### src/rtl/sudoku_pkg.sv
// Shared definitions for the sudoku display path: colour codes, scanner states,
// default grid geometry and the per-cell colour priority.
package sudoku_pkg;

  localparam int unsigned DEF_N       = 9;
  localparam int unsigned DEF_DIGIT_W = 4;

  typedef logic [1:0] color_t;

  localparam color_t COLOR_HIDDEN  = 2'b00;
  localparam color_t COLOR_VISIBLE = 2'b01;
  localparam color_t COLOR_ERROR   = 2'b10;
  localparam color_t COLOR_CURSOR  = 2'b11;

  localparam logic [1:0] ST_IDLE = 2'd0;
  localparam logic [1:0] ST_SCAN = 2'd1;
  localparam logic [1:0] ST_DONE = 2'd2;

  // Cursor wins, then a blinking error, then plain revealed/hidden.
  function automatic color_t cell_color(input logic cursor_hit,
                                        input logic err_bit,
                                        input logic blink_on,
                                        input logic vis_bit);
    color_t c;
    if (cursor_hit)                c = COLOR_CURSOR;
    else if (err_bit && blink_on)  c = COLOR_ERROR;
    else if (vis_bit)              c = COLOR_VISIBLE;
    else                           c = COLOR_HIDDEN;
    return c;
  endfunction

endpackage

### src/rtl/sudoku_color_scanner_blink_timer.sv
// Free-running blink generator: phase toggles every BLINK_DIV clock cycles.
module blink_timer #(
  parameter int unsigned BLINK_DIV = 25_000_000
) (
  input  logic clk,
  input  logic rst_n,
  output logic phase
);

  localparam int unsigned CNT_W = (BLINK_DIV > 1) ? $clog2(BLINK_DIV) : 1;
  localparam logic [CNT_W-1:0] CNT_MAX = CNT_W'(BLINK_DIV - 1);

  logic [CNT_W-1:0] cnt;

  always_ff @(posedge clk or negedge rst_n) begin
    if (!rst_n) begin
      cnt   <= '0;
      phase <= 1'b0;
    end else if (cnt == CNT_MAX) begin
      cnt   <= '0;
      phase <= ~phase;
    end else begin
      cnt   <= cnt + CNT_W'(1);
    end
  end

endmodule

### src/rtl/sudoku_color_scanner.sv
// Frame scanner: snapshots the game state on start and streams one colour record
// per cell, row-major, over valid/ready; reports frame completion and victory.
module sudoku_color_scanner
  import sudoku_pkg::*;
#(
  parameter int unsigned N         = DEF_N,
  parameter int unsigned DIGIT_W   = DEF_DIGIT_W,
  parameter int unsigned IDX_W     = $clog2(N),
  parameter int unsigned BLINK_DIV = 25_000_000
) (
  input  logic                   clk,
  input  logic                   rst_n,
  input  logic                   start,
  input  logic [N*N-1:0]         visibilities,
  input  logic [N*N-1:0]         errors,
  input  logic [N*N*DIGIT_W-1:0] board,
  input  logic [IDX_W-1:0]       cursor_i,
  input  logic [IDX_W-1:0]       cursor_j,
  output logic                   out_valid,
  input  logic                   out_ready,
  output logic [IDX_W-1:0]       out_i,
  output logic [IDX_W-1:0]       out_j,
  output logic [DIGIT_W-1:0]     out_digit,
  output logic [1:0]             out_color,
  output logic                   busy,
  output logic                   frame_done,
  output logic                   victory
);

  localparam int unsigned C   = N * N;
  localparam int unsigned K_W = (C > 1) ? $clog2(C) : 1;
  localparam logic [IDX_W-1:0] IDX_LAST = IDX_W'(N - 1);
  localparam logic [K_W-1:0]   K_LAST   = K_W'(C - 1);

  logic             blink_phase;

  logic [1:0]       state, state_nxt;
  logic [K_W-1:0]   cell_k, cell_k_nxt;
  logic             valid_nxt, busy_nxt, done_nxt, victory_nxt;
  logic [IDX_W-1:0] i_nxt, j_nxt;
  logic [DIGIT_W-1:0] digit_nxt;
  color_t           color_nxt;
  logic             capture;

  logic [IDX_W-1:0] adv_i, adv_j;
  logic [K_W-1:0]   adv_k;

  logic [C-1:0]       vis_snap;
  logic [C-1:0]       err_snap;
  logic [DIGIT_W-1:0] digit_snap [C];
  logic [IDX_W-1:0]   cur_i_snap, cur_j_snap;
  logic               phase_snap;

  blink_timer #(
    .BLINK_DIV (BLINK_DIV)
  ) u_blink (
    .clk   (clk),
    .rst_n (rst_n),
    .phase (blink_phase)
  );

  // Next cell in row-major order, j fastest.
  always_comb begin
    adv_k = cell_k + K_W'(1);
    if (out_j == IDX_LAST) begin
      adv_i = out_i + IDX_W'(1);
      adv_j = '0;
    end else begin
      adv_i = out_i;
      adv_j = out_j + IDX_W'(1);
    end
  end

  always_ff @(posedge clk or negedge rst_n) begin
    if (!rst_n) state <= ST_IDLE;
    else        state <= state_nxt;
  end

  always_comb begin
    state_nxt   = state;
    capture     = 1'b0;
    valid_nxt   = out_valid;
    i_nxt       = out_i;
    j_nxt       = out_j;
    cell_k_nxt  = cell_k;
    digit_nxt   = out_digit;
    color_nxt   = out_color;
    busy_nxt    = busy;
    done_nxt    = 1'b0;
    victory_nxt = victory;

    case (state)
      ST_IDLE: begin
        if (start) begin
          // Cell (0,0) comes straight from the live inputs being captured this edge.
          capture    = 1'b1;
          state_nxt  = ST_SCAN;
          valid_nxt  = 1'b1;
          busy_nxt   = 1'b1;
          i_nxt      = '0;
          j_nxt      = '0;
          cell_k_nxt = '0;
          digit_nxt  = board[DIGIT_W-1:0];
          color_nxt  = cell_color((cursor_i == '0) && (cursor_j == '0),
                                  errors[0], blink_phase, visibilities[0]);
        end
      end

      ST_SCAN: begin
        if (out_valid && out_ready) begin
          if (cell_k == K_LAST) begin
            state_nxt   = ST_DONE;
            valid_nxt   = 1'b0;
            done_nxt    = 1'b1;
            victory_nxt = (&vis_snap) && !(|err_snap);
          end else begin
            i_nxt      = adv_i;
            j_nxt      = adv_j;
            cell_k_nxt = adv_k;
            digit_nxt  = digit_snap[adv_k];
            color_nxt  = cell_color((cur_i_snap == adv_i) && (cur_j_snap == adv_j),
                                    err_snap[adv_k], phase_snap, vis_snap[adv_k]);
          end
        end
      end

      ST_DONE: begin
        state_nxt = ST_IDLE;
        busy_nxt  = 1'b0;
      end

      default: begin
        state_nxt = ST_IDLE;
        valid_nxt = 1'b0;
        busy_nxt  = 1'b0;
      end
    endcase
  end

  always_ff @(posedge clk or negedge rst_n) begin
    if (!rst_n) begin
      out_valid  <= 1'b0;
      out_i      <= '0;
      out_j      <= '0;
      cell_k     <= '0;
      out_digit  <= '0;
      out_color  <= COLOR_HIDDEN;
      busy       <= 1'b0;
      frame_done <= 1'b0;
      victory    <= 1'b0;
    end else begin
      out_valid  <= valid_nxt;
      out_i      <= i_nxt;
      out_j      <= j_nxt;
      cell_k     <= cell_k_nxt;
      out_digit  <= digit_nxt;
      out_color  <= color_nxt;
      busy       <= busy_nxt;
      frame_done <= done_nxt;
      victory    <= victory_nxt;
    end
  end

  // Frame snapshot; inputs are free to change once the scan has begun.
  always_ff @(posedge clk or negedge rst_n) begin
    if (!rst_n) begin
      vis_snap   <= '0;
      err_snap   <= '0;
      cur_i_snap <= '0;
      cur_j_snap <= '0;
      phase_snap <= 1'b0;
      for (int unsigned k = 0; k < C; k++) digit_snap[k] <= '0;
    end else if (capture) begin
      vis_snap   <= visibilities;
      err_snap   <= errors;
      cur_i_snap <= cursor_i;
      cur_j_snap <= cursor_j;
      phase_snap <= blink_phase;
      for (int unsigned k = 0; k < C; k++) digit_snap[k] <= board[k*DIGIT_W +: DIGIT_W];
    end
  end

endmodule

### config.mk
export PLATFORM = sky130hd
export DESIGN_NAME = sudoku_color_scanner
export DESIGN_NICKNAME = d
export VERILOG_FILES = /design/src/rtl/sudoku_pkg.sv /design/src/rtl/sudoku_color_scanner_blink_timer.sv /design/src/rtl/sudoku_color_scanner.sv
export SDC_FILE = /design/constraint.sdc
export NUM_CORES = 1
export LEC_CHECK = 0
export BUFFER_PORTS_ARGS = -buffer_cell sky130_fd_sc_hd__buf_2
export CAP_MARGIN = 40
export CORE_MARGIN = 2
export CORE_UTILIZATION = 52
export CTS_CLUSTER_DIAMETER = 100
export DETAILED_ROUTE_END_ITERATION = 7
export HOLD_SLACK_MARGIN = 0.15
export PLACE_DENSITY = 0.87
export SLEW_MARGIN = 10
export SYNTH_ARGS = -nofsm -noshare
export SYNTH_HDL_FRONTEND = slang
export SYNTH_SLANG_ARGS = --single-unit
### constraint.sdc
create_clock -name clk -period 3.9 [get_ports clk]
set_input_delay 0.78 -clock clk [delete_from_list [all_inputs] [get_ports clk]]
set_output_delay 0.78 -clock clk [all_outputs]
set_load 0.01 [all_outputs]
After elaboration in Yosys (flattened, before gate mapping). Index checks and enable logic that the tools add are counted.

Output and inout port bits: 18. Logic and storage cells: 186. Register bits after elaboration: 548. Bits in latches: 0. Memory bits (read-only): 0. Memories: 0. Input port bits: 498. Bits in writable memories: 0.

Muxes and demuxes: 49. Bitwise gates (word level): 4. Shift operators: 0. Eq/ne operators: 11. Multiply operators: 0. $add $sub $neg: 4. Divide/modulo/power cells: 0. Reduce and logical (&&, ||, !) cells: 18. Order comparisons: 2.

Operators with widths (count): $reduce_and A81 Y1 (1); $reduce_or A81 Y1 (1); $mux W4 (12); $bmux W4 S7 (1); $add A25 B1 Y25 const B (1); $eq A25 B25 Y1 const B (1); $mux W25 (1); $pmux W4 S2 (3); $mux W7 (3); $mux W2 (10); $bmux W1 S7 (2); $pmux W7 S2 (1); $mux W1 (12); $add A4 B1 Y4 const B (2); $eq A4 B4 Y1 (2); $ge A8 B8 Y1 const B (1); $logic_not A4 Y1 (2); $lt A7 B8 Y1 const B (1); $ne A2 B2 Y1 const B (4); $not A7 Y8 (1); $pmux W2 S2 (2); $reduce_and A4 Y1 (2); $add A7 B1 Y7 const B (1); $eq A7 B7 Y1 const B (1); 12 further kinds (20).

Logic depth before layout (Yosys ltp). Gate-level depths: netlist of the first run.

Depth in word-level cells: 9. Depth in mapped cells: 16. Gate-level depth less buffers: 9.

Modules after synthesis. From an unflattened synthesis of the first run, not the netlist that was laid out.

Cell total of the unflattened synthesis: 1670. Area, all modules: 25393.1 sq um.

By module, submodules not included: sudoku_color_scanner (cells an instance 1543, area each 24064.3 sq um, instances 1); blink_timer (cells an instance 127, area each 1328.8 sq um, instances 1).

Worst setup path after synthesis of the first run. OpenSTA, ideal clock, no wires.

Path type: register to register. Start: reg cell_k[0]. End: reg out_digit[0]. Data arrival time: 3.183 ns. Cell stages (with the launch flop): 14. Path buffers: 6. Period minus slack after synthesis: 3.306 ns. Required time: 3.778 ns. Library setup time: 0.122 ns. Setup slack: 0.594 ns. Cell sequence: dfrtp_1 buf_6 buf_6 buf_6 inv_1 ha_1 buf_2 buf_4 clkbuf_1 mux4_2 mux4_2 mux4_2 a21oi_1 nor3_1.

Cells in the longest elaborated chain, start to end: 8. Elaborated cells on any way between the ends: 11.

RTL lines: start: declaration (RTL line sudoku_color_scanner.sv:38) `logic [K_W-1:0] cell_k, cell_k_nxt;`; start signal: assignment (RTL line sudoku_color_scanner.sv:155) `cell_k <= cell_k_nxt;`; $add A7 B1 Y7 (RTL line sudoku_color_scanner.sv:64) `adv_k = cell_k + K_W'(1);`; $not A7 Y8 (not written as such) (RTL line sudoku_color_scanner.sv:120) `digit_nxt = digit_snap[adv_k];`; $bmux W4 S7 (RTL line sudoku_color_scanner.sv:120); $mux W4 (not written as such) (2 in series) (RTL line sudoku_color_scanner.sv:120); $mux W4 (RTL line sudoku_color_scanner.sv:111) `if (cell_k == K_LAST) begin`; $mux W4 (RTL line sudoku_color_scanner.sv:110) `if (out_valid && out_ready) begin`; $pmux W4 S2 (RTL line sudoku_color_scanner.sv:92) `case (state)`; end signal: assignment (RTL line sudoku_color_scanner.sv:156) `out_digit <= digit_nxt;`; end: declaration (RTL line sudoku_color_scanner.sv:23) `output logic [DIGIT_W-1:0] out_digit,`.

Parallel ways exist; a longest one is shown, timed or not. The select of a mux whose other input is x is not followed. A chain may end at the register's enable or synchronous reset.

Final worst setup path of the first run.
Start: reg cell_k[0]. End: reg out_color[0].

Cells in the longest elaborated chain, start to end: 9. Elaborated cells on any way between the ends: 15.

RTL lines: $add A7 B1 Y7 (RTL line sudoku_color_scanner.sv:64); $bmux W1 S7 (RTL line sudoku_color_scanner.sv:122) `err_snap[adv_k], phase_snap, vis_snap[adv_k]);`; $mux W1 (not written as such) (RTL line sudoku_color_scanner.sv:122); $mux W1 or $logic_and A1 B1 Y1 (tied branches) (RTL line sudoku_pkg.sv:27, sudoku_pkg.sv:26); $mux W2 (RTL line sudoku_pkg.sv:26) `else if (err_bit && blink_on) c = COLOR_ERROR;`; $mux W2 (RTL line sudoku_pkg.sv:25) `if (cursor_hit) c = COLOR_CURSOR;`; $mux W2 (RTL line sudoku_color_scanner.sv:111); $mux W2 (RTL line sudoku_color_scanner.sv:110); $pmux W2 S2 (RTL line sudoku_color_scanner.sv:92); end signal: assignment (RTL line sudoku_color_scanner.sv:157) `out_color <= color_nxt;`; end: declaration (RTL line sudoku_color_scanner.sv:24) `output logic [1:0] out_color,`.

Parallel ways exist; a longest one is shown, timed or not. The select of a mux whose other input is x is not followed.

==> summary.md, run 1 <==
| Metric | Value |
|---|---|
| Outcome | `complete, no violations` |
| Lkg Pwr | `about 14 nW` |
| Total CTS buffers | `56` |
| Skew final | `0.02873 ns` |
| Max-slew headroom | `about two fifths` |
| Synth Area in Adders | `less than 1%` |
| Fill cells | `approximately 3,300` |
| CTS tree | `done` |
| Placed inst area | `28,680 um2` |
| Io pins | `between 500 and 600` |
| Simple-gate share of the synthesized area | `4.832%` |
| Total GRT Usage | `between 20% and 30%` |
| Hold_ws | `0.2567 ns` |
| # port buffers | `515` |
| Async SR Flop Fraction | `between 90% and 100%` |
| Clk slew on worst S/H paths | `around 0.060 ns` |
| Growth of design area from synthesis to finish | `21.72%` |
| H-tree depth | `2` |
| First-pass DRT Iterations | `5` |
| RSZ-0062 raised after global routing | `no` |
| Post-synth EDFFs | `0` |
| Final GP Congestion | `0.9397` |
| Area of the core | `roughly 48,000 um2` |
| Reg-to-Reg End | `out_color[0]` |
| Die Y | `224.2 um` |
| Final layout net count | `between 2,000 and 3,000` |
| Worst-Skew Late Latency | `between 0.6 and 0.7 ns` |
| Post-DP HPWL | `~55 mm` |
| Crit path launch type | `flip-flop` |
| CTS Root Cell | `clkbuf_16` |
| Die ar. | `50,280 um2` |
| Gate Count Post-Synth | `roughly 1,700` |
| DR vias | `17,300` |
| Largest family of logic cells by synthesized area | `multiplexers` |
| Drt total wl | `~74 mm` |
| Commonest non-fill, non-tap cell in the layout | `dfrtp_1` |
| Syn avg cell area | `roughly 15 um2` |
| Crit share post-route | `a little under nine tenths` |
| Design area | `roughly 31,000 um2` |
| MaxCap Viol Count | `0` |
| Compound-Gate Fraction of Synth Area | `roughly 1.8%` |
| Register area share after synthesis | `a little over half` |
| Post-CTS sizing | `0` |
| Most frequent cells in the layout | `547 x dfrtp_1, 514 x buf_2, 498 x mux2_2` |
| Pwr Total | `about 0.013 W` |
| Reg-to-Reg Start | `cell_k[0]` |
| Synth cell types | `52` |
| Final hold vios | `0` |
| Routed length per instance | `26.05 um` |
| Worst reg-to-reg path cell count | `8` |
| Largest net degree at the start of global routing | `138` |
| Num rows | `80` |
| Max-slew violations | `0` |
| Mapped cell area | `25,220 um2` |
| Mapped Nets | `between 2,000 and 2,500` |
| Register bit total from synthesis | `between 500 and 600` |
| Xor and xnor fraction of the mapped netlist area | `1.424%` |
| Yosys warns | `0` |
| WP data required | `between 4 and 5 ns` |
| Global route total overflow | `0` |
| Crit path max fanout | `14` |
| Crit Path Class | `reg2reg` |
| Die W | `roughly 220 um` |
| # DRC | `0` |
| CTS Buffer Depth | `3` |
| Ratio of cells with drive above 1 in the final layout | `59.00%` |
| Global-route wire length before repair | `between 100 and 150 mm` |
| Worst min path class | `in2async` |
| Post-CTS Setup Bufs | `0` |
| Post-synthesis mux area share | `between 30% and 40%` |
| PD cells | `422.8 nW/um2` |
| Worst path arrival time | `3.87 ns` |
| DR vias/cell | `around 6.1` |
| Fin Setup TNS | `0 ns` |
| Max Fclk | `between 200 and 300 MHz` |
| Vias in the first global route | `roughly 18,000` |
| Hold Buf Count CTS | `0` |
| CP Capture Type | `flip-flop` |
| Flop2flop setup slack | `around 0.54 ns` |
| VDD IR max | `around 0.33 mV` |
| Antenna-violating nets left | `0` |
| Prevailing post-synth register cell | `dfrtp_1` |
| Min Tclk post-route | `~3.4 ns` |
| Clock sink count | `548` |
| Initial drt markers | `between 1,500 and 2,000` |
| Measured slew at the worst slew-check pin | `0.9059 ns` |
| Final Setup Violations | `0` |
| Initial antenna violation count | `17` |
| Initial Utilization | `between 50% and 60%` |
## where the power goes
part,switching [W],internal [W]
registers,0.000219,0.00595
logic,0.000432,0.000555
clock network,0.00233,0.00349
## cells in the mapped netlist, types with 8 or more instances
cell | number | area share [%]
nor4_1 | 25 | 0.62
inv_1 | 11 | 0.16
and3_1 | 8 | 0.20
mux2_2 | 498 | 22
buf_2 | 21 | 0.42
nor2_1 | 32 | 0.48
xnor2_1 | 18 | 0.63
mux4_2 | 146 | 13
a21oi_1 | 11 | 0.22
nor3_1 | 19 | 0.38
clkbuf_1 | 72 | 1.1
xor2_1 | 23 | 0.80
nand4_1 | 32 | 0.79
nand3_1 | 22 | 0.44
o21ai_0 | 19 | 0.38
dfrtp_1 | 548 | 54
nand2_1 | 67 | 1.0
## worst max-delay path by stage
stage               startpoint      endpoint  slack [ns]
floorplan            cell_k[0]  out_digit[0]        0.59
global placement     cell_k[0]  out_digit[3]        0.67
detailed placement   cell_k[0]  out_color[0]        0.56
CTS                  cell_k[0]  out_color[0]        0.59
global route         cell_k[0]  out_color[0]        0.33
finish               cell_k[0]  out_color[0]        0.54
## sequential cells by signal, indices dropped and copies added (netlist names), 4 cells and up
name and cells:
err_snap 81, u_blink.cnt 25, out_digit 4, cur_j_snap 4, out_j 4, vis_snap 81, cur_i_snap 4, out_i 4
cell_k 7, digit_snap 324
## area by class of cell
type	count	area, um2	area share [%]
Sequential cell	548	13720	44.68
Clock inverter	25	395.4	1.288
Timing Repair Buffer	556	3058	9.960
Clock buffer	78	1614	5.257
Antenna cell	6	15.01	0.04891
Tap cell	615	769.5	2.506
Multi-Input combinational cell	994	11090	36.12
Inverter	11	41.29	0.1345
## stage by stage
step	utilization, %	std cells	setup slack, ns
4_1_cts	64.13	2827	0.5870
3_3_place_gp	59.93	2724	0.6660
2_1_floorplan	-	1660	0.5942
3_5_place_dp	59.93	2724	0.5569
6_report	64.17	2833	0.5445
5_1_grt	64.15	2830	0.3262
## layer usage
| layer | track usage, % | wire length, um |
|---|---|---|
| met5 | 0 | 138 |
| met4 | 13.89 | 3667 |
| met3 | 6.728 | 5884 |
| met2 | 48.94 | 36000 |
| met1 | 37.60 | 28120 |
## worst max-delay path, stage by stage (launching register included)
cell	delay [ns]
dfrtp_4	0.48
ha_1	0.47
nand3_1	0.25
xor2_4	0.55
a21boi_0	0.78
a32oi_1	0.21
o221ai_1	0.18
a31oi_1	0.14
o31ai_1	0.23
## kinds of logic (layout without fill, tap and decap cells)
| group | Yosys count | count (layout) |
|---|---|---|
| muxes | 645 | 645 |
| DFF | 548 | 548 |
| and+or+nand+nor | 236 | 236 |
| buffers and inverters | 118 | 670 |
| AOI/OAI and AO/OA | 66 | 66 |
| xor gates and xnor gates | 41 | 41 |
| adders and majority gates | 6 | 6 |
| other | 0 | 6 |
No activity file was read; power rests on OpenSTA's default activity.
==> inputs of run 2 (changes only) <==
--- a/config.mk
+++ b/config.mk
@@ -5,14 +5,15 @@
 export SDC_FILE = /design/constraint.sdc
 export NUM_CORES = 1
 export LEC_CHECK = 0
-export BUFFER_PORTS_ARGS = -buffer_cell sky130_fd_sc_hd__buf_2
 export CAP_MARGIN = 40
 export CORE_MARGIN = 2
 export CORE_UTILIZATION = 52
+export CTS_BUF_LIST = sky130_fd_sc_hd__clkbuf_2
 export CTS_CLUSTER_DIAMETER = 100
 export DETAILED_ROUTE_END_ITERATION = 7
+export DONT_BUFFER_PORTS = 1
 export HOLD_SLACK_MARGIN = 0.15
-export PLACE_DENSITY = 0.87
+export PLACE_DENSITY = 0.78
 export SLEW_MARGIN = 10
 export SYNTH_ARGS = -nofsm -noshare
 export SYNTH_HDL_FRONTEND = slang
==> run 2 against run 1 <==
  * The run now fails in 4_1_cts
  * Synthesized area unchanged
  * Synthesized cell count unchanged
==> summary.md, run 2 <==
| Metric | Value |
|---|---|
| Post-synth EDFFs | `0 (unchanged)` |
| Outcome | `did not finish` |
| CTS Root Cell | `clkbuf_2` |
| Leading area contributor after synthesis | `dfrtp_1` |
| Post-CTS Setup Bufs | `0 (unchanged)` |
| Pre-CTS setup slack | `0.6691 ns (+0.1122 ns)` |
| Register bit total from synthesis | `548 (unchanged)` |
| Mapped cell area | `25,220 um2 (unchanged)` |
| Io pins | `516 (unchanged)` |
| Placed inst area | `25,990 um2 (-9.4%)` |
| Hold Buf Count CTS | `490 (+490)` |
| Total CTS buffers | `142 (+150%)` |
| Yosys warns | `0 (unchanged)` |
| Final GP Congestion | `0.9075 (-3.4%)` |
| Async SR Flop Fraction | `100.0% (unchanged)` |
| Register area share after synthesis | `54.37% (unchanged)` |
| Mapped Nets | `2,164 (unchanged)` |
| Failing step | `4_1_cts` |
| H-tree depth | `4 (+2)` |
| Clock sink count | `548 (unchanged)` |
| Prevailing post-synth register cell | `dfrtp_1` |
| CTS Buffer Depth | `3 (unchanged)` |
| Ranking of synthesized cells by area | `dfrtp_1 54%, mux2_2 22%, mux4_2 13%, clkbuf_1 1.1%, nand2_1 1.0%` |
| Syn avg cell area | `15.19 um2 (unchanged)` |
| Synth cell types | `52 (unchanged)` |
| Top-count cell post-synth | `dfrtp_1` |
| Synth top area share | `54.37% (unchanged)` |
| Num rows | `80 (unchanged)` |
| Top cells by count, synth | `548 x dfrtp_1, 498 x mux2_2, 146 x mux4_2, 72 x clkbuf_1, 67 x nand2_1` |
| Die W | `224.2 um (unchanged)` |
| Gate Count Post-Synth | `1,660 (unchanged)` |
| Post-CTS sizing | `0 (unchanged)` |
| # port buffers | `0 (-100%)` |
| Initial Utilization | `52.71% (unchanged)` |
| Post-DP HPWL | `49.41 mm (-9.5%)` |
| Stop err | `[ERROR RSZ-0060] Max buffer count reached.` |
| Die Y | `224.2 um (unchanged)` |
[run 2: cell counts after synthesis]
Identical to the previous run, type by type.
[run 2: cell families after synthesis]
logic type / share of synthesized area, %
xor gates and xnor gates: 1.424
and+or+nand+nor: 4.832
adders and majority gates: 0.2976
muxes: 35.31
AOI/OAI and AO/OA: 1.756
DFF: 54.37
buffers and inverters: 2.009
[run 2: metrics by stage]
| stage | std cells | hold slack (ns) |
|---|---|---|
| floorplan | 1660 | 0.4595 |
| global placement | 2201 | 0.4780 |
| detailed placement | 2204 | 0.4905 |
==> inputs of run 3 (changes only) <==
--- a/config.mk
+++ b/config.mk
@@ -7,13 +7,10 @@
 export LEC_CHECK = 0
 export CAP_MARGIN = 40
 export CORE_MARGIN = 2
-export CORE_UTILIZATION = 52
-export CTS_BUF_LIST = sky130_fd_sc_hd__clkbuf_2
-export CTS_CLUSTER_DIAMETER = 100
+export CORE_UTILIZATION = 37
 export DETAILED_ROUTE_END_ITERATION = 7
 export DONT_BUFFER_PORTS = 1
-export HOLD_SLACK_MARGIN = 0.15
-export PLACE_DENSITY = 0.78
+export PLACE_DENSITY_LB_ADDON = 0.15
 export SLEW_MARGIN = 10
 export SYNTH_ARGS = -nofsm -noshare
 export SYNTH_HDL_FRONTEND = slang
==> run 3 against run 2 <==
  * The flow now finishes, with violations (negative hold slack, max-slew violations)
==> summary.md, run 3 (same netlist as run 1, synthesis figures left out) <==
| Metric | Value |
|---|---|
| Outcome | `complete, but fails checks` |
| Violated checks | `negative hold slack, max-slew violations` |
| Commonest non-fill, non-tap cell in the layout | `dfrtp_1` |
| Final Core Density | `42.41%` |
| Max-slew headroom | `-2.607%` |
| Flip-flop count of the largest register after layout | `roughly 320` |
| Total CTS buffers | `66 (-54%)` |
| Post-CTS Setup Bufs | `0 (unchanged)` |
| # port buffers | `0 (unchanged)` |
| Fill cells | `between 6,000 and 7,000` |
| Clock sink count | `548 (unchanged)` |
| PD cells | `around 450 nW/um2` |
| Skew final | `0.02650 ns` |
| Measured slew at the worst slew-check pin | `~1.5 ns` |
| Area of the core | `67,280 um2` |
| CTS Buffer Depth | `3 (unchanged)` |
| Final Setup Violations | `0` |
| Total GRT Usage | `20.94%` |
| Final hold vios | `between 200 and 250` |
| First-pass DRT Iterations | `4` |
| Initial antenna violation count | `48` |
| # DRC | `0` |
| CTS Root Cell | `clkbuf_16` |
| Global-route wire length before repair | `between 100 and 150 mm` |
| DR vias/cell | `roughly 5.7` |
| H-tree depth | `3 (-1)` |
| Post-CTS sizing | `0 (unchanged)` |
| VDD IR max | `~0.34 mV` |
| Final layout net count | `approximately 2,200` |
| Initial drt markers | `between 900 and 1,000` |
| Vias in the first global route | `between 15,000 and 20,000` |
| Initial Utilization | `37.49% (-15 points)` |
| DR vias | `around 15,000` |
| Crit Path Class | `reg2reg` |
| Most flop-heavy register | `digit_snap` |
| Num rows | `95 (+19%)` |
| Antenna-violating nets left | `0` |
| CP Capture Type | `flip-flop` |
| Min Tclk post-route | `~3.3 ns` |
| CTS tree | `done` |
| Worst path arrival time | `3.76 ns` |
| Crit path max fanout | `52` |
| Largest registers | `digit_snap (324), err_snap (81), vis_snap (81)` |
| Lkg Pwr | `around 12 nW` |
| Crit path launch type | `flip-flop` |
| Largest net degree at the start of global routing | `549` |
| Routed length per instance | `28.27 um` |
| Global route total overflow | `0` |
| Clk slew on worst S/H paths | `0.06 ns` |
| Max-slew violations | `between 80 and 90` |
| Io pins | `516 (unchanged)` |
| Hold_ws | `-0.1267 ns` |
| Die Y | `265.1 um (+18%)` |
| Growth of design area from synthesis to finish | `13.14%` |
| Die ar. | `between 70,000 and 80,000 um2` |
| Die W | `265.1 um (+18%)` |
| Most frequent cells in the layout | `547 x dfrtp_1, 498 x mux2_2, 146 x mux4_2` |
| Worst reg-to-reg path cell count | `7` |
| Worst-Skew Late Latency | `between 0.6 and 0.7 ns` |
| Drt total wl | `roughly 73 mm` |
| Ratio of cells with drive above 1 in the final layout | `between 40 and 50%` |
| Max Fclk | `a little over 300 MHz` |
| WP data required | `4.38 ns` |
| Post-DP HPWL | `53.76 mm (+8.8%)` |
| Fin Setup TNS | `0 ns` |
| RSZ-0062 raised after global routing | `no` |
| Flop2flop setup slack | `about 0.62 ns` |
| MaxCap Viol Count | `0` |
| Worst min path class | `in2async` |
| Final GP Congestion | `0.8630 (-4.9%)` |
| Crit share post-route | `84.15%` |
## run 3: final cells by class
type | instances | area (um2) | area share, %
multi-input combinational | 994 | 11090 | 38.87
sequential | 548 | 13720 | 48.07
clock buffer | 92 | 1871 | 6.555
inverter | 11 | 41.29 | 0.1447
timing repair buffer | 35 | 454.2 | 1.592
tap | 873 | 1092 | 3.828
clock inverter | 17 | 214.0 | 0.7498
antenna | 22 | 55.05 | 0.1929
## run 3: where the power goes
| part | total (W) | switching (W) | internal, W |
|---|---|---|---|
| Clock | 0.00601 | 0.00246 | 0.00355 |
| Combinational | 0.000530 | 0.000169 | 0.000360 |
| Sequential | 0.00617 | 0.000212 | 0.00596 |
| Total | 0.0127 | 0.00284 | 0.00986 |
## run 3: critical path, stage by stage, from the launching register on
cell and delay (ns):
dfrtp_4 0.43, buf_12 0.33, buf_4 0.47, mux4_2 0.57, mux4_2 0.51, mux4_2 0.52
a21oi_1 0.16, nor3_1 0.07
## run 3: metrics by stage
| stage | cells | hold WS [ns] | power (W) | area (um2) | setup slack (ns) |
|---|---|---|---|---|---|
| floorplan | 1660 | 0.4595 | 0.006608 | 25220 | 0.5942 |
| global placement | 2460 | 0.4825 | 0.006794 | 26380 | 0.6110 |
| detailed placement | 2461 | 0.4887 | 0.006808 | 26400 | 0.5751 |
| CTS | 2570 | -0.1547 | 0.01291 | 28480 | 0.5866 |
| global route | 2581 | -0.1622 | 0.01320 | 28510 | 0.3730 |
| finish | 2592 | -0.1267 | 0.01271 | 28530 | 0.6182 |
## run 3: path summary, 6_finish.rpt
| check | start | end |
|---|---|---|
| worst max register to register | cell_k[0] | out_digit[0] |
| min in group clk | errors[52] | err_snap[52] |
| worst max-delay path | cell_k[0] | out_digit[0] |
| max in group asynchronous | rst_n | digit_snap[310] |
| worst min register to register | u_blink.cnt[4] | u_blink.cnt[4] |
| worst min-delay path | rst_n | vis_snap[42] |
## run 3: metal layers
layer  vias to the layer above  global-route usage, %  wire (um)
met5                         -                      0        382
li1                       6289                      -          -
met1                      7710                  24.53      27930
met4                        56                  5.863       1706
met2                       488                  35.21      36480
met3                       156                  8.850       6786
==> inputs of run 4 (changes only) <==
--- a/config.mk
+++ b/config.mk
@@ -5,6 +5,7 @@
 export SDC_FILE = /design/constraint.sdc
 export NUM_CORES = 1
 export LEC_CHECK = 0
+export ABC_AREA = 1
 export CAP_MARGIN = 40
 export CORE_MARGIN = 2
 export CORE_UTILIZATION = 37
==> constraint.sdc (replaced) <==
create_clock -name clk -period 2.7 [get_ports clk]
set_input_delay 0.54 -clock clk [delete_from_list [all_inputs] [get_ports clk]]
set_output_delay 0.54 -clock clk [all_outputs]
set_load 0.01 [all_outputs]
==> run 4 against run 3 <==
  * The run still ends with negative hold slack, max-slew violations left
  * Cell count rose by 45%
  * Power rose by 36%
  * First-iteration DRC count rose by 40%
  * Sequential power rose by 33%
  * Count of clock-buffer cells in the layout rose by 7
  * Die area rose by 3.7%
  * Non-clock buffer count rose by 18
  * Core utilization fell by 0.20 points
==> summary.md, run 4 <==
| Metric | Value |
|---|---|
| Outcome | `complete, but fails checks` |
| Violated checks | `negative hold slack, max-slew violations` |
| Worst path arrival time | `3.04 ns (-0.72 ns)` |
| H-tree depth | `3 (unchanged)` |
| Fin Setup TNS | `0 ns (unchanged)` |
| Prevailing post-synth register cell | `dfrtp_1` |
| Initial Utilization | `37.38% (-0.11 points)` |
| Hold_ws | `-0.3434 ns (-0.2167 ns)` |
| DR vias/cell | `5.353 (-5.6%)` |
| CTS tree | `done` |
| Die W | `270.0 um (+1.9%)` |
| Clock sink count | `548 (unchanged)` |
| Pwr Total | `0.01727 W (+36%)` |
| Post-CTS Setup Bufs | `0 (unchanged)` |
| Global route total overflow | `0 (unchanged)` |
| Max Fclk | `396.6 MHz (+30%)` |
| Fill cells | `6,940 (+14%)` |
| Num rows | `97 (+2.1%)` |
| Die Y | `270.0 um (+1.9%)` |
| Crit Path Class | `reg2reg` |
| Die ar. | `72,900 um2 (+3.7%)` |
| Final layout net count | `3,273 (+52%)` |
| Commonest non-fill, non-tap cell in the layout | `dfrtp_1` |
| Min Tclk post-route | `2.521 ns (-0.7604 ns)` |
| Gate Count Post-Synth | `2,833 (+71%)` |
| First-pass DRT Iterations | `5 (+1)` |
| Total GRT Usage | `22.25% (+1.3 points)` |
| Post-DP HPWL | `57.98 mm (+7.8%)` |
| Final Setup Violations | `0 (unchanged)` |
| Total CTS buffers | `67 (+1.5%)` |
| Crit path max fanout | `81 (+56%)` |
| Ranking of synthesized cells by area | `dfrtp_1 52%, mux2_2 11%, a21oi_1 6.3%, nor2_1 4.6%, nand3_1 4.4%` |
| Crit path launch type | `flip-flop` |
| Leading area contributor after synthesis | `dfrtp_1` |
| Register area share after synthesis | `52.38% (-2.0 points)` |
| Initial antenna violation count | `29 (-40%)` |
| CP Capture Type | `flip-flop` |
| Max incr delay on CP | `0.42 ns (-0.15 ns)` |
| Ratio of cells with drive above 1 in the final layout | `15.93% (-30 points)` |
| Growth of design area from synthesis to finish | `12.93%` |
| Top-count cell post-synth | `dfrtp_1` |
| Vias in the first global route | `20,750 (+31%)` |
| Crit path max-delay cell type | `dfrtp_1` |
| Post-synth EDFFs | `0 (unchanged)` |
| Max-slew violations | `18 (-78%)` |
| Final GP Congestion | `0.8937 (+3.6%)` |
| WP data required | `3.22 ns (-1.16 ns)` |
| VDD IR max | `0.4250 mV (+24%)` |
| Mapped Nets | `3,337 (+54%)` |
| PD cells | `584.3 nW/um2 (+31%)` |
| Largest registers | `digit_snap (324), err_snap (81), vis_snap (81)` |
| Drt total wl | `82.40 mm (+12%)` |
| Routed length per instance | `21.85 um (-23%)` |
| Flip-flop count of the largest register after layout | `324 (unchanged)` |
| Global-route wire length before repair | `125.7 mm (+16%)` |
| Yosys warns | `0 (unchanged)` |
| CTS Buffer Depth | `3 (unchanged)` |
| Worst min path class | `in2async` |
| Placed Cells | `3,641 (+48%)` |
| Area of the core | `70,030 um2 (+4.1%)` |
| Antenna-violating nets left | `0 (unchanged)` |
| Most flop-heavy register | `digit_snap` |
| Io pins | `516 (unchanged)` |
| CTS Root Cell | `clkbuf_16` |
| Max-slew headroom | `-0.3269% (+2.3 points)` |
| Synth cell types | `37 (-29%)` |
| Syn avg cell area | `9.241 um2 (-39%)` |
| Mapped cell area | `26,180 um2 (+3.8%)` |
| Initial drt markers | `1,361 (+40%)` |
| Crit share post-route | `93.39% (+9.2 points)` |
| Synth top area share | `52.38% (-2.0 points)` |
| DR vias | `20,190 (+37%)` |
| Skew final | `0.01654 ns (-0.009952 ns)` |
| Top cells by count, synth | `548 x dfrtp_1, 332 x a21oi_1, 319 x nor2_1, 286 x inv_1, 266 x mux2_2` |
| Register bit total from synthesis | `548 (unchanged)` |
| Lkg Pwr | `14.63 nW (+20%)` |
| Measured slew at the worst slew-check pin | `1.505 ns (-0.03420 ns)` |
| Async SR Flop Fraction | `100.0% (unchanged)` |
| Clk slew on worst S/H paths | `0.05 ns (about the same)` |
| Largest net degree at the start of global routing | `549 (unchanged)` |
| Worst-Skew Late Latency | `0.60 ns (about the same)` |
| # DRC | `0 (unchanged)` |
| RSZ-0062 raised after global routing | `no` |
| Non-filler cells, final | `3,771 (+45%)` |
| Most frequent cells in the layout | `547 x dfrtp_1, 332 x a21oi_1, 319 x nor2_1` |
| MaxCap Viol Count | `0 (unchanged)` |
| Final hold vios | `548 (+120%)` |
| Cells along the critical path | `inv_1 -> ha_4 -> buf_12 -> o211ai_1 -> nand3_1 -> nand3_1 -> nand3_1 -> nand3_1 -> nand2_1 -> nand2_1 -> nand2_1 -> o211ai_1 -> nand2_1` |
| # port buffers | `0 (unchanged)` |
==> run 4: final timing paths <==
kind                                      from         endpoint  slack (ns)  cells after the start
worst max-delay path                 cell_k[1]     out_digit[2]        0.18                     13
min in group clk                    board[156]  digit_snap[164]        0.09                      1
worst max register to register       cell_k[1]     out_digit[2]        0.18                     13
max in group asynchronous                rst_n  digit_snap[276]        1.84                      0
worst min register to register  u_blink.cnt[0]   u_blink.cnt[0]        0.46                      1
worst min-delay path                     rst_n     vis_snap[60]       -0.34                      0
==> run 4: kinds of logic (layout without fill, tap and decap cells) <==
family,after synthesis,in the layout,share of synthesized area (%)
buffers and inverters,475,460,7.284
xor gates and xnor gates,23,23,0.8555
and+or+nand+nor,894,894,14.84
DFF,548,548,52.38
AOI/OAI and AO/OA,621,621,12.90
adders and majority gates,6,6,0.2868
muxes,266,266,11.44
other,0,13,0
==> run 4: layout make-up <==
class / instances / area [um2] / share of cell area [%]
Inverter: 289 / 1087 / 3.678
Clock buffer: 99 / 2009 / 6.797
Multi-Input combinational cell: 1810 / 10640 / 35.97
Antenna cell: 13 / 32.53 / 0.1100
Sequential cell: 548 / 13720 / 46.40
Clock inverter: 19 / 203.9 / 0.6899
Timing Repair Buffer: 53 / 701.9 / 2.374
Tap cell: 940 / 1176 / 3.978
==> run 4: routing by layer <==
layer | share of wire [%] | up-vias | global-route usage, % | routed length [um]
li1 | - | 9471 | - | -
met1 | 42 | 9978 | 27.93 | 34350
met2 | 49 | 560 | 37.48 | 40740
met3 | 6.3 | 145 | 5.743 | 5196
met4 | 2.3 | 34 | 6.959 | 1885
met5 | 0.28 | - | 0 | 231
==> run 4: power breakdown <==
| part | switching [W] | internal [W] |
|---|---|---|
| clock network | 0.00360 | 0.00544 |
| registers | 0 | 0.00822 |
| logic | 0.00000148 | 0.00000718 |
==> run 4: per-stage QoR <==
step / instance area, um2 / setup slack (ns) / utilization, %
after detailed placement: 27310 / 0.009099 / 39.00
after floorplan: 26180 / 0.07098 / -
after global placement: 27310 / 0.02818 / 39.00
after global routing: 29560 / 0.001900 / 42.21
final: 29560 / 0.1786 / 42.22
after CTS: 29510 / 0.03087 / 42.15
==> run 4: repair_timing <==
| item | 4_1_cts | 5_1_grt |
|---|---|---|
| setup endpoints to repair | 3 | 5 |
| gates resized for setup | 0 | 3 |
| endpoints found under the hold margin | 548 | 548 |
==> run 4: worst max-delay path, delay by kind of cell (launching register included) <==
family,cells,cell delay [ns]
simple gates,8,0.85
flops,1,0.42
buf+inv,2,0.39
fa+ha+maj,1,0.35
compound gates,2,0.31
